File: src/rtl/ps2_pkg.sv
// Shared types and field offsets for the PS/2 mouse receiver.
// Imported by the byte receiver, the packet assembler and the bench.
package ps2_pkg;

  typedef enum logic [1:0] {
    ST_IDLE,
    ST_DATA,
    ST_PARITY,
    ST_STOP
  } frame_st_e;

  localparam int PS2M_TOGGLE = 24;
  localparam int PS2M_DY     = 16;
  localparam int PS2M_DX     = 8;
  localparam int PS2M_STAT   = 0;

  localparam int LEFT  = 0;
  localparam int RIGHT = 1;
  localparam int SYNC  = 3;
  localparam int XSIGN = 4;
  localparam int YSIGN = 5;

  function automatic logic odd_ok(
    input logic [7:0] d,
    input logic       p
  );
    return ^{d, p};
  endfunction

endpackage

File: src/rtl/ps2_mouse_rx_if.sv
// PS/2 line inputs and decoded mouse word outputs.
// master drives the bus lines, slave is the receiver.
interface ps2_mouse_rx_if;
  import ps2_pkg::*;

  logic        ps2_clk_i;
  logic        ps2_data_i;
  logic [24:0] ps2_mouse;
  logic        rx_err;

  modport master (
    output ps2_clk_i,
    output ps2_data_i,
    input  ps2_mouse,
    input  rx_err
  );

  modport slave (
    input  ps2_clk_i,
    input  ps2_data_i,
    output ps2_mouse,
    output rx_err
  );

endinterface

File: src/rtl/ps2_rx_byte.sv
// PS/2 byte receiver: synchroniser, glitch filter, frame FSM
// and the shared frame/packet idle timeout.
module ps2_rx_byte
  import ps2_pkg::*;
#(
  parameter int FILT_LEN    = 4,
  parameter int TIMEOUT_CYC = 20000
) (
  input  logic       clk,
  input  logic       reset_n,
  input  logic       ps2_clk_i,
  input  logic       ps2_data_i,
  input  logic       pkt_busy,
  output logic       byte_valid,
  output logic [7:0] byte_data,
  output logic       frame_err,
  output logic       frame_to
);

  localparam int CW = 4;
  localparam int TW = $clog2(TIMEOUT_CYC + 1);

  logic          clk_s1_q, clk_s2_q;
  logic          dat_s1_q, dat_s2_q;
  logic          fclk_q, fclk_d;
  logic          fdat_q, fdat_d;
  logic [CW-1:0] fclk_cnt_q, fclk_cnt_d;
  logic [CW-1:0] fdat_cnt_q, fdat_cnt_d;
  logic          fclk_prev_q;
  logic          clk_fall;

  frame_st_e     state_q, state_d;
  logic [2:0]    bit_cnt_q, bit_cnt_d;
  logic [7:0]    shift_q, shift_d;
  logic          par_q, par_d;
  logic [TW-1:0] to_cnt_q, to_cnt_d;
  logic          busy;
  logic          expire;

  always_ff @(posedge clk or negedge reset_n) begin
    if (!reset_n) begin
      clk_s1_q    <= 1'b1;
      clk_s2_q    <= 1'b1;
      dat_s1_q    <= 1'b1;
      dat_s2_q    <= 1'b1;
      fclk_q      <= 1'b1;
      fdat_q      <= 1'b1;
      fclk_cnt_q  <= '0;
      fdat_cnt_q  <= '0;
      fclk_prev_q <= 1'b1;
      state_q     <= ST_IDLE;
      bit_cnt_q   <= '0;
      shift_q     <= '0;
      par_q       <= 1'b0;
      to_cnt_q    <= '0;
    end else begin
      clk_s1_q    <= ps2_clk_i;
      clk_s2_q    <= clk_s1_q;
      dat_s1_q    <= ps2_data_i;
      dat_s2_q    <= dat_s1_q;
      fclk_q      <= fclk_d;
      fdat_q      <= fdat_d;
      fclk_cnt_q  <= fclk_cnt_d;
      fdat_cnt_q  <= fdat_cnt_d;
      fclk_prev_q <= fclk_q;
      state_q     <= state_d;
      bit_cnt_q   <= bit_cnt_d;
      shift_q     <= shift_d;
      par_q       <= par_d;
      to_cnt_q    <= to_cnt_d;
    end
  end

  // A line only flips after FILT_LEN samples in a row disagree.
  always_comb begin
    fclk_d     = fclk_q;
    fclk_cnt_d = '0;
    if (clk_s2_q != fclk_q) begin
      if (fclk_cnt_q == CW'(FILT_LEN - 1))
        fclk_d = clk_s2_q;
      else
        fclk_cnt_d = fclk_cnt_q + 1'b1;
    end
  end

  always_comb begin
    fdat_d     = fdat_q;
    fdat_cnt_d = '0;
    if (dat_s2_q != fdat_q) begin
      if (fdat_cnt_q == CW'(FILT_LEN - 1))
        fdat_d = dat_s2_q;
      else
        fdat_cnt_d = fdat_cnt_q + 1'b1;
    end
  end

  assign clk_fall = fclk_prev_q & ~fclk_q;
  assign busy     = (state_q != ST_IDLE) | pkt_busy;

  always_comb begin
    to_cnt_d = to_cnt_q;
    expire   = 1'b0;
    if (clk_fall || !busy) begin
      to_cnt_d = '0;
    end else if (to_cnt_q == TW'(TIMEOUT_CYC - 1)) begin
      to_cnt_d = '0;
      expire   = 1'b1;
    end else if (to_cnt_q != '1) begin
      to_cnt_d = to_cnt_q + 1'b1;
    end
  end

  always_comb begin
    state_d    = state_q;
    bit_cnt_d  = bit_cnt_q;
    shift_d    = shift_q;
    par_d      = par_q;
    byte_valid = 1'b0;
    frame_err  = 1'b0;
    if (clk_fall) begin
      unique case (state_q)
        ST_IDLE: begin
          if (!fdat_q) begin
            state_d   = ST_DATA;
            bit_cnt_d = '0;
          end
        end
        ST_DATA: begin
          shift_d   = {fdat_q, shift_q[7:1]};
          bit_cnt_d = bit_cnt_q + 1'b1;
          if (bit_cnt_q == 3'd7)
            state_d = ST_PARITY;
        end
        ST_PARITY: begin
          par_d   = fdat_q;
          state_d = ST_STOP;
        end
        ST_STOP: begin
          state_d = ST_IDLE;
          if (fdat_q && odd_ok(shift_q, par_q))
            byte_valid = 1'b1;
          else
            frame_err = 1'b1;
        end
      endcase
    end else if (expire) begin
      state_d = ST_IDLE;
    end
  end

  assign byte_data = shift_q;
  assign frame_to  = expire;

endmodule

File: src/rtl/ps2_mouse_rx.sv
// PS/2 mouse receiver: assembles 3-byte movement packets into
// the 25-bit {toggle, dy, dx, status} word.
module ps2_mouse_rx
  import ps2_pkg::*;
#(
  parameter int FILT_LEN    = 4,
  parameter int TIMEOUT_CYC = 20000
) (
  input logic            clk,
  input logic            reset_n,
  ps2_mouse_rx_if.slave  bus
);

  logic        byte_valid;
  logic [7:0]  byte_data;
  logic        frame_err;
  logic        frame_to;
  logic        sync_err;

  logic [1:0]  idx_q, idx_d;
  logic [7:0]  stat_q, stat_d;
  logic [7:0]  dx_q, dx_d;
  logic [24:0] mouse_q, mouse_d;
  logic        err_q, err_d;

  ps2_rx_byte #(
    .FILT_LEN    (FILT_LEN),
    .TIMEOUT_CYC (TIMEOUT_CYC)
  ) u_byte (
    .clk        (clk),
    .reset_n    (reset_n),
    .ps2_clk_i  (bus.ps2_clk_i),
    .ps2_data_i (bus.ps2_data_i),
    .pkt_busy   (idx_q != 2'd0),
    .byte_valid (byte_valid),
    .byte_data  (byte_data),
    .frame_err  (frame_err),
    .frame_to   (frame_to)
  );

  always_ff @(posedge clk or negedge reset_n) begin
    if (!reset_n) begin
      idx_q   <= '0;
      stat_q  <= '0;
      dx_q    <= '0;
      mouse_q <= '0;
      err_q   <= 1'b0;
    end else begin
      idx_q   <= idx_d;
      stat_q  <= stat_d;
      dx_q    <= dx_d;
      mouse_q <= mouse_d;
      err_q   <= err_d;
    end
  end

  // Timeout, bad frame and good byte never coincide: an edge
  // cancels the timeout, and a stop edge is either good or bad.
  always_comb begin
    idx_d    = idx_q;
    stat_d   = stat_q;
    dx_d     = dx_q;
    mouse_d  = mouse_q;
    sync_err = 1'b0;
    unique case (1'b1)
      frame_to:  idx_d = '0;
      frame_err: idx_d = '0;
      byte_valid: begin
        unique case (idx_q)
          2'd0: begin
            if (byte_data[SYNC]) begin
              stat_d = byte_data;
              idx_d  = 2'd1;
            end else begin
              sync_err = 1'b1;
            end
          end
          2'd1: begin
            dx_d  = byte_data;
            idx_d = 2'd2;
          end
          2'd2: begin
            idx_d = 2'd0;
            mouse_d[PS2M_TOGGLE]    = ~mouse_q[PS2M_TOGGLE];
            mouse_d[PS2M_DY +: 8]   = byte_data;
            mouse_d[PS2M_DX +: 8]   = dx_q;
            mouse_d[PS2M_STAT +: 8] = stat_q;
          end
          default: idx_d = '0;
        endcase
      end
      default: ;
    endcase
  end

  assign err_d = frame_to | frame_err | sync_err;

  assign bus.ps2_mouse = mouse_q;
  assign bus.rx_err    = err_q;

endmodule
File: src/flat_wrapper.sv
// flat-port wrapper written by rule: the top's interface ports become plain ports
module ps2_mouse_rx_flat import ps2_pkg::*;
#(
  parameter int FILT_LEN    = 4,
  parameter int TIMEOUT_CYC = 20000
)
  (clk, reset_n, bus_ps2_clk_i, bus_ps2_data_i, bus_ps2_mouse, bus_rx_err);
  ps2_mouse_rx_if bus_i ();
  input logic clk;
  input logic reset_n;
  input wire logic [$bits(bus_i.ps2_clk_i)-1:0] bus_ps2_clk_i;
  input wire logic [$bits(bus_i.ps2_data_i)-1:0] bus_ps2_data_i;
  output wire logic [$bits(bus_i.ps2_mouse)-1:0] bus_ps2_mouse;
  output wire logic [$bits(bus_i.rx_err)-1:0] bus_rx_err;
  assign bus_i.ps2_clk_i = bus_ps2_clk_i;
  assign bus_i.ps2_data_i = bus_ps2_data_i;
  assign bus_ps2_mouse = bus_i.ps2_mouse;
  assign bus_rx_err = bus_i.rx_err;
  ps2_mouse_rx #(.FILT_LEN(FILT_LEN), .TIMEOUT_CYC(TIMEOUT_CYC)) u_core (.clk(clk), .reset_n(reset_n), .bus(bus_i));
endmodule
File: config.mk
export PLATFORM = sky130hd
export DESIGN_NAME = ps2_mouse_rx_flat
export DESIGN_NICKNAME = d
export VERILOG_FILES = /design/src/rtl/ps2_pkg.sv /design/src/rtl/ps2_mouse_rx_if.sv /design/src/rtl/ps2_rx_byte.sv /design/src/rtl/ps2_mouse_rx.sv /design/src/flat_wrapper.sv
export SDC_FILE = /design/constraint.sdc
export NUM_CORES = 1
export LEC_CHECK = 0
export ABC_AREA = 0
export CAP_MARGIN = 20
export CORE_UTILIZATION = 25
export CTS_CLUSTER_SIZE = 16
export DETAILED_ROUTE_END_ITERATION = 10
export MAX_ROUTING_LAYER = met4
export PLACE_DENSITY_LB_ADDON = 0.12
export SLEW_MARGIN = 10
export SYNTH_ARGS = -nofsm -noshare
export SYNTH_HDL_FRONTEND = slang
export SYNTH_HIERARCHICAL = 1
export SYNTH_SLANG_ARGS = --single-unit
File: constraint.sdc
create_clock -name clk -period 4.2 [get_ports clk]
set_input_delay 0.63 -clock clk [delete_from_list [all_inputs] [get_ports clk]]
set_output_delay 0.63 -clock clk [all_outputs]
set_load 0.03 [all_outputs]
After elaboration in Yosys (flattened, before gate mapping)
Index checks and enable logic that the tools add are counted.
Word-level totals
  register bits: 88
  bits of input ports: 4
  output and inout port bits: 26
  word-level logic and storage cells: 96
Cells by class
  add/subtract/negate cells: 4
  eq/ne operators: 16
  muxes and demuxes: 28
  bitwise operators: 6
  reductions and logical operators: 23
Operators with widths (count)
  $mux W15: 3
  $mux W4: 4
  $add A15 B1 Y15 const B: 1
  $eq A15 B15 Y1 const B: 1
  $ne A15 B15 Y1 const B: 1
  $reduce_and A2 Y1: 7
  $mux W1: 11
  $mux W2: 5
  $reduce_bool A2 Y1: 5
  $ne A3 B3 Y1 const B: 3
  $reduce_and A3 Y1: 3
  $reduce_xor A9 Y1: 1
  $add A4 B1 Y4 const B: 2
  $eq A4 B2 Y1 const B: 2
  $pmux W2 S2: 2
  $pmux W2 S4: 1
  $eq A2 B2 Y1 const B: 3
  $pmux W3 S2: 1
  $eq A2 B1 Y1 const B: 2
  $logic_not A2 Y1: 2
  $add A3 B1 Y3 const B: 1
  $eq A3 B3 Y1 const B: 1
  $mux W3: 1
  $or A1 B1 Y1: 3
  9 further kinds: 11

Depth between registers and ports, before layout
Gate-level depths: netlist of the first run.
  word-level depth: 8
  depth in mapped cells: 7
  gate-level depth less buffers: 6

Cells and area by module
Netlist of the first run, hierarchy kept.
Modules (own cells, without submodules)
  ps2_rx_byte: times used 1, cells an instance 191, area each 2199.6 um2, seq. area each 1109.8 um2
  ps2_mouse_rx: times used 1, cells an instance 98, area each 1746.7 um2, seq. area each 1101.1 um2

Worst setup path after synthesis of the first run
OpenSTA, ideal clock, no wires.
  path type: register to register
  start point: register u_core.u_byte.shift_q[1], in the netlist u_core/u_byte/byte_data[1]
  end point: register u_core.stat_q[0]
  library setup time: 0.125 ns
  arrival: 2.100 ns
  required time: 4.075 ns
  slack: 1.975 ns
  stages on the path, launching flop included: 8
  path buffers: 1
  period minus slack after synthesis: 2.225 ns
  path through: dfrtp_1 > xor2_1 > xnor3_1 > mux2i_1 > and3_1 > and4bb_1 > buf_6 > mux2_2
On the way
  longest elaborated chain between the ends: 6
RTL lines
  start, declared: line ps2_rx_byte.sv:34  | logic [7:0] shift_q, shift_d;
  start signal, assigned: line ps2_rx_byte.sv:68  | shift_q <= shift_d;
  $reduce_xor A9 Y1: line ps2_pkg.sv:27  | return ^{d, p};
  $logic_and A1 B1 Y1: line ps2_rx_byte.sv:140  | if (fdat_q && odd_ok(shift_q, par_q))
  $mux W1: line ps2_rx_byte.sv:140
  $mux W1: line ps2_rx_byte.sv:121  | unique case (state_q)
  $mux W1: line ps2_rx_byte.sv:120  | if (clk_fall) begin
  via u_core.byte_valid: line ps2_mouse_rx.sv:14  | logic byte_valid;
  $reduce_and A3 Y1 (no source line)
  end signal, assigned: line ps2_mouse_rx.sv:50  | stat_q <= stat_d;
  end, declared: line ps2_mouse_rx.sv:21  | logic [7:0] stat_q, stat_d;
The timed path passes the listed nets, and every way through them passes these cells.
A chain may end at the register's enable or synchronous reset.

Final worst setup path of the first run
  start point: register u_core.u_byte.shift_q[5], in the netlist u_core/u_byte/byte_data[5]
  end point: register u_core.mouse_q[11], in the netlist u_core/bus.ps2_mouse[11]
On the way
  longest elaborated chain between the ends: 6
RTL lines
  $reduce_xor A9 Y1: line ps2_pkg.sv:27
  $logic_and A1 B1 Y1: line ps2_rx_byte.sv:140
  $mux W1: line ps2_rx_byte.sv:140
  $mux W1: line ps2_rx_byte.sv:121
  $mux W1: line ps2_rx_byte.sv:120
  via u_core.byte_valid: line ps2_mouse_rx.sv:14
  $reduce_and A2 Y1 (no source line)
  end signal, assigned: line ps2_mouse_rx.sv:52  | mouse_q <= mouse_d;
  end, declared: line ps2_mouse_rx.sv:23  | logic [24:0] mouse_q, mouse_d;
The timed path passes the listed nets, and every way through them passes these cells.

==> impl_results.md, run 1 <==
- Critical path class: reg2reg
- Period utilization: 61.9%
- GRT busiest layer: met2
- Critical Path, Cell by Cell: xnor2_1 > xnor3_1 > mux2i_1 > and3_1 > nand3b_4 > mux2_4
- Yosys warning total: 6
- Leakage Power: 0.00220 uW
- Sum Neg Setup Slack: 0 ns
- Critical Path Sink Type: flop
- Final setup violating endpoints: 0
- Asr flop ratio synth: 100%
- EDFF count, synth: 0
- Area delta synth->final: 21.7%
- Worst min path class: in2async
- Syn Nets: 302
- Kind of cell adding the most delay to the critical path: simple AND/OR/NAND/NOR gates
- Worst Skew: 0.00648 ns
- Sequential fraction of the synthesis area: 56.0%
- Setup Buffers After CTS: 0
- Status: completed
- Initial Util: 25.8%
- Fin crit period: 2.60 ns
- Final WL: 7330 um
- IO Port Bufs: 29
- DP HPWL: 4710 um
- Slowest-stage cell, CP: dfrtp_1
- CTS Sinks: 88
- CTS resizes: 0
- Critical Path RT: 4.43 ns
- WP data arrival: 2.83 ns
- Htree depth: 3
- Buf+Inv Stages, Crit Path: 0
- Ys flop type: dfrtp_1
- # DRC: 0
- First-pass GRT wire length: 12500 um
- CP Launch Type: flop
- Total GRT Usage: 10.5%
- Final nets: 338
- Vias in the first global route: 2370
- Clk slew on worst S/H paths: 0.07 ns
- Syn avg cell area: 13.7 um^2
- Routed vias: 2332
- Number of diodes: 0
- Placed Area: 4460 um^2
- Max Cap Viol: 0
- Die height: 128 um
- DRT Pass-1 Iters: 4
- 1st-iter DRT viols: 109
- Largest net degree at the start of global routing: 74
- Met3 track demand over resource: 4.10%
- #FFs+latches synth: 88
- CP Max Fanout: 25
- Layout cell share with drive strength beyond 1: 28.8%
- Worst Tran Pin Value: 0.885 ns
- Gpl congestion: 0.684
- WL/cell: 13.5 um
- Clock Tree Buf Depth: 2
- Peak Freq: 385 MHz
- Grt total ovfl: 0
- Netlist cell types: 52
- Site Rows: 45
- PD cells: 467 nW/um^2
- Worst vdd ir: 0.000288 V
- Synthesized area: 3950 um^2
- Unrepaired setup endpoints after global routing: no
- Rel. slew slack: 40.6%
- Die Area: 16300 um^2
- CTS tree: built
- CP peak stage delay: 0.48 ns
- Root Buffer: clkbuf_16
- Cts hold-fix bufs: 0
- Mapped Cells: 289
- M1 GR Usage: 12.9%
- Top Ports: 30
- Met2 Usage GRT: 15.6%
- Via/cell ratio: 4.31
- Clk Latency, worst-skew pair: 0.34 ns
- Initial antenna violation count: 0
- Slew Limit Fails: 0
- ANT nets after route: 0
- Core area: 15300 um^2
- Final hold vios: 0
- CTS buffer count: 9
- Die width: 128 um
- Final instance area: 4800 um^2
[worst register-to-register path: stages, from the launching register on]
cell      delay, ns
dfrtp_1        0.48
xnor2_1        0.24
xnor3_1        0.35
mux2i_1        0.19
and3_1         0.33
nand3b_4       0.43
mux2_4         0.47
[synth_stat cells (2+ instances only)]
cell       n  area (um^2)
dfrtp_1   81         2030
clkbuf_1   2         7.51
dfstp_2    7          184
a21oi_2    4         35.0
nor2_1     6         22.5
nor3_1     4         20.0
nand4_1    5         31.3
nand2_1   11         41.3
or3_1      6         37.5
and4_1     2         17.5
buf_6      4         45.0
nor2b_1    3         18.8
nand3b_1   3         22.5
o22ai_1    2         12.5
o21ai_0   10         50.1
xnor3_1    2         45.0
or4_1      3         22.5
a32o_1     2         20.0
xor2_1     4         35.0
mux2_2    31          349
xnor2_1    5         43.8
a211oi_1   2         15.0
nand3_1    7         35.0
mux2i_1    3         30.0
nand2b_1   4         25.0
mux2_4    19          285
nor2_2     4         25.0
and3_1     3         18.8
inv_1      9         33.8
nor3b_1    2         15.0
o31ai_1    3         22.5
or2_2      2         12.5
ha_1       9          113
a21oi_1    7         35.0
[stage by stage]
step                      hold slack (ns)  total power, uW  instances  util (%)  setup WS (ns)
after floorplan                     0.334             1300        289         -           1.98
after global placement              0.346             1390        524      29.1           1.60
after detailed placement            0.347             1400        524      29.1           1.57
after CTS                           0.356             2290        540      31.2           1.56
after global routing                0.168             2380        541      31.4           1.39
final                               0.171             2240        541      31.4           1.60
[per-layer routing]
layer / share of wire (%) / up-vias / wire (um)
li1: - / 1116 / -
met3: 4.3 / 7 / 315
met4: 1.4 / 0 / 104
met5: 0 / - / 0
met2: 46 / 33 / 3390
met1: 48 / 1176 / 3520
[cells by family (layout without fill, tap and decap cells)]
family / Yosys count / count (layout) / synth area share (%)
compound gates: 37 / 37 / 6.63
buf+inv: 16 / 57 / 2.31
fa+ha+maj: 9 / 9 / 2.85
simple gates: 75 / 75 / 12.2
xor+xnor: 11 / 11 / 3.14
mux: 53 / 53 / 16.8
flops: 88 / 88 / 56.0
[sequential cells by signal (all words and copies together), names as in the netlist]
| register | cells |
|---|---|
| u_core/bus.ps2_mouse | 25 |
| u_core/u_byte/to_cnt_q | 15 |
| u_core/dx_q | 8 |
| u_core/stat_q | 8 |
| u_core/u_byte/byte_data | 8 |
| u_core/u_byte/fclk_cnt_q | 4 |
| u_core/u_byte/fdat_cnt_q | 4 |
| u_core/u_byte/bit_cnt_q | 3 |
| u_core/idx_q | 2 |
| u_core/u_byte/state_q | 2 |
| u_core/bus.rx_err | 1 |
| u_core/u_byte/clk_s1_q | 1 |
| u_core/u_byte/clk_s2_q | 1 |
| u_core/u_byte/dat_s1_q | 1 |
| u_core/u_byte/dat_s2_q | 1 |
| u_core/u_byte/fclk_prev_q | 1 |
| u_core/u_byte/fclk_q | 1 |
| u_core/u_byte/fdat_q | 1 |
| u_core/u_byte/par_q | 1 |
[power breakdown]
| part | total [uW] | internal, uW | switching (uW) | leakage (uW) |
|---|---|---|---|---|
| logic | 362 | 164 | 198 | 0.000853 |
| clock network | 869 | 525 | 344 | 0.000153 |
| registers | 1010 | 930 | 82.1 | 0.00120 |
| total | 2240 | 1620 | 624 | 0.00220 |
[area by class of cell]
class / count / area, um^2
Tap cell: 211 / 264
Inverter: 9 / 33.8
Sequential cell: 88 / 2210
Clock inverter: 6 / 90.1
Multi-Input combinational cell: 185 / 1640
Timing Repair Buffer: 32 / 330
Clock buffer: 10 / 229
Fill cell: 1575 / 10500
[placed cells by master (no fill, tap or decap), types with 5 or more instances in the layout]
cell type        Yosys  routed
nand3_1              7       7
ha_1                 9       9
clkdlybuf4s50_1      0      28
a21oi_1              7       7
inv_1                9       9
mux2_4              19      19
dfstp_2              7       7
xnor2_1              5       5
o21ai_0             10      10
nand4_1              5       5
nor2_1               6       6
or3_1                6       6
nand2_1             11      11
clkbuf_16            0       9
dfrtp_1             81      81
mux2_2              31      31
[worst paths after layout]
path / cells after the start / from / to / slack [ns]
min reg2reg: 0 / u_core/u_byte/dat_s1_q / u_core/u_byte/dat_s2_q / 0.35
min: 1 / reset_n / u_core/bus.ps2_mouse[24] / 0.17
max reg2reg: 6 / u_core/u_byte/byte_data[5] / u_core/bus.ps2_mouse[11] / 1.60
min in group clk: 0 / u_core/u_byte/dat_s1_q / u_core/u_byte/dat_s2_q / 0.35
max in group asynchronous: 2 / reset_n / u_core/u_byte/clk_s2_q / 3.43
max: 6 / u_core/u_byte/byte_data[5] / u_core/bus.ps2_mouse[11] / 1.60
Power figures use the tool's default switching activity.
==> run 2: changes to the inputs <==
Clock period 4.2 ns to 2.4 ns, I/O delays scaled along.
==> impl_results.md, run 2 (same netlist as run 1, synthesis figures left out) <==
- Fin crit period: 2.24 ns (-0.362 ns)
- Die height: 128 um (unchanged)
- Min setup slack post-route: 0.164 ns (-1.44 ns)
- DRT Pass-1 Iters: 4 (unchanged)
- CP Launch Type: flop
- Unrepaired setup endpoints after global routing: no
- Routed vias: 2344 (+0.51%)
- Status: completed
- Layout cell share with drive strength beyond 1: 32.5% (+3.7 points)
- Comb power frac: 17.9% (+1.8 points)
- Most frequent cells in the layout: 81 x dfrtp_1, 31 x mux2_2, 28 x clkdlybuf4s50_1, 19 x mux2_4, 15 x buf_4
- Final instance area: 4970 um^2 (+3.4%)
- Peak Freq: 447 MHz (+16%)
- Final nets: 353 (+4.4%)
- Clk slew on worst S/H paths: 0.07 ns (about the same)
- Net switching power: 1110 uW (+78%)
- Final WL: 7410 um (+1.1%)
- Grt total ovfl: 0 (unchanged)
- CP peak stage delay: 0.42 ns (-0.06 ns)
- Top Ports: 30 (unchanged)
- Setup Buffers After CTS: 0 (unchanged)
- ANT nets after route: 0 (unchanged)
- PD cells: 813 nW/um^2 (+74%)
- CTS tree: built
- Initial antenna violation count: 0 (unchanged)
- Dpl ws: 0.0735 ns (-1.49 ns)
- Worst vdd ir: 0.000378 V (+32%)
- Worst Skew: 0.00680 ns (+0.000321 ns)
- # DRC: 0 (unchanged)
- Die Area: 16300 um^2 (unchanged)
- Critical path class: reg2reg
- Leakage Power: 0.00234 uW (+6.0%)
- Critical Path Sink Type: flop
- Sw Share: 27.4% (-0.40 points)
- Core area: 15300 um^2 (unchanged)
- Die width: 128 um (unchanged)
- Site Rows: 45 (unchanged)
- Htree depth: 3 (unchanged)
- DP HPWL: 5170 um (+9.6%)
- Kind of cell adding the most delay to the critical path: XOR/XNOR gates
- Slowest-stage cell, CP: xnor3_1
- IO Port Bufs: 29 (unchanged)
- Final hold vios: 0 (unchanged)
- Clock Tree Buf Depth: 2 (unchanged)
- Area delta synth->final: 25.8%
- Part of the power in registers: 43.1% (-2.0 points)
- Number of diodes: 0 (unchanged)
- Largest register FFs: 25 (unchanged)
- WP data arrival: 2.47 ns (-0.36 ns)
- Buf+Inv Stages, Crit Path: 2 (+2)
- Total GRT Usage: 10.7% (+0.22 points)
- Largest net degree at the start of global routing: 41 (-45%)
- Tot Pwr: 4040 uW (+80%)
- First-pass GRT wire length: 12700 um (+1.8%)
- Via/cell ratio: 4.22 (-2.2%)
- Rel. slew slack: 66.5% (+26 points)
- CTS buffer count: 9 (unchanged)
- Power share of the clock group: 39.0% (+0.3 points)
- Slew Limit Fails: 0 (unchanged)
- Max Cap Viol: 0 (unchanged)
- Internal power: 2930 uW (+81%)
- Period utilization: 93.2% (+31 points)
- Critical Path RT: 2.63 ns (-1.80 ns)
- CP Max Fanout: 13 (-48%)
- Sum Neg Setup Slack: 0 ns (unchanged)
- Vias in the first global route: 2439 (+2.9%)
- WL/cell: 13.3 um (-1.7%)
- Gpl congestion: 0.720 (+5.3%)
- 1st-iter DRT viols: 68 (-38%)
- Worst Tran Pin Value: 0.498 ns (-0.387 ns)
- Critical Path, Cell by Cell: xor2_1 > xnor3_1 > mux2i_1 > and3_1 > buf_4 > nand3b_4 > buf_6 > mux2_4
- Worst min path class: reg2reg
- Initial Util: 25.8% (unchanged)
- Number of fill cells: 1560 (-0.95%)
- Placed Area: 4590 um^2 (+3.1%)
- Root Buffer: clkbuf_16
- Commonest non-fill, non-tap cell in the layout: dfrtp_1
- CTS Sinks: 88 (unchanged)
- Final setup violating endpoints: 0 (unchanged)
- Clk Latency, worst-skew pair: 0.35 ns (about the same)
==> run 2: changes by cell type in the layout (fill, tap and decap cells not counted), sizes merged <==
cell         previous run  this run
buf                     4        18
clkbuf                 10        11
clkinv                  1         2
clkinvlp                1         0
dlygate4sd3             0         1
inv                    11        10
==> run 2: path summary, 6_finish.rpt <==
check                                                 from                        to  slack, ns  cells after the start
min in group asynchronous                          reset_n  u_core/bus.ps2_mouse[24]       0.46                      2
worst min register to register      u_core/u_byte/clk_s1_q    u_core/u_byte/clk_s2_q       0.36                      0
worst max register to register  u_core/u_byte/byte_data[1]  u_core/bus.ps2_mouse[11]       0.16                      8
worst max-delay path            u_core/u_byte/byte_data[1]  u_core/bus.ps2_mouse[11]       0.16                      8
worst min-delay path                u_core/u_byte/clk_s1_q    u_core/u_byte/clk_s2_q       0.36                      0
max in group asynchronous                          reset_n    u_core/u_byte/clk_s2_q       1.22                      3
==> run 2: cell type report <==
cell class                      instances  area [um^2]  area share (%)
Multi-Input combinational cell        185         1660            33.5
Clock inverter                          5         86.3            1.74
Sequential cell                        88         2210            44.5
Tap cell                              211          264            5.32
Timing Repair Buffer                   47          454            9.15
Inverter                                9         33.8           0.680
Clock buffer                           11          253            5.09
==> run 2: power groups by stage <==
stage	clock network, uW	registers, uW	logic, uW
floorplan	0	1740	528
global placement	0	1760	722
detailed placement	0	1770	733
CTS	1640	1740	736
global route	1690	1760	809
finish	1570	1740	723
==> run 2: per-layer routing <==
layer  up-vias  part of all wire, %  GRT usage [%]
met5         -                    0              -
met4         0                  2.9           5.81
met3        13                  3.8           3.39
met1      1139                   48           13.1
met2        39                   45           15.7
li1       1153                    -              -
==> run 2: worst register-to-register path: cells and delay by family, from the launching register on <==
kind / cells / cell delay (ns)
xor+xnor: 2 / 0.58
mux: 2 / 0.51
flops: 1 / 0.39
buf+inv: 2 / 0.34
simple gates: 2 / 0.31
==> run 2: repair_timing <==
| item | 4_1_cts | 5_1_grt |
|---|---|---|
| setup endpoints to repair | 0 | 27 |
| hold buffers | 1 | 0 |
| endpoints found under the hold margin | 22 | 0 |
| resized for setup | 0 | 5 |
==> run 2: metrics by stage <==
step,util (%),hold WS [ns],std cells
after floorplan,-,0.0644,289
after global placement,30.0,0.295,539
after detailed placement,30.0,0.299,539
after CTS,32.3,0.358,556
after global routing,32.4,0.363,556
final,32.4,0.357,556
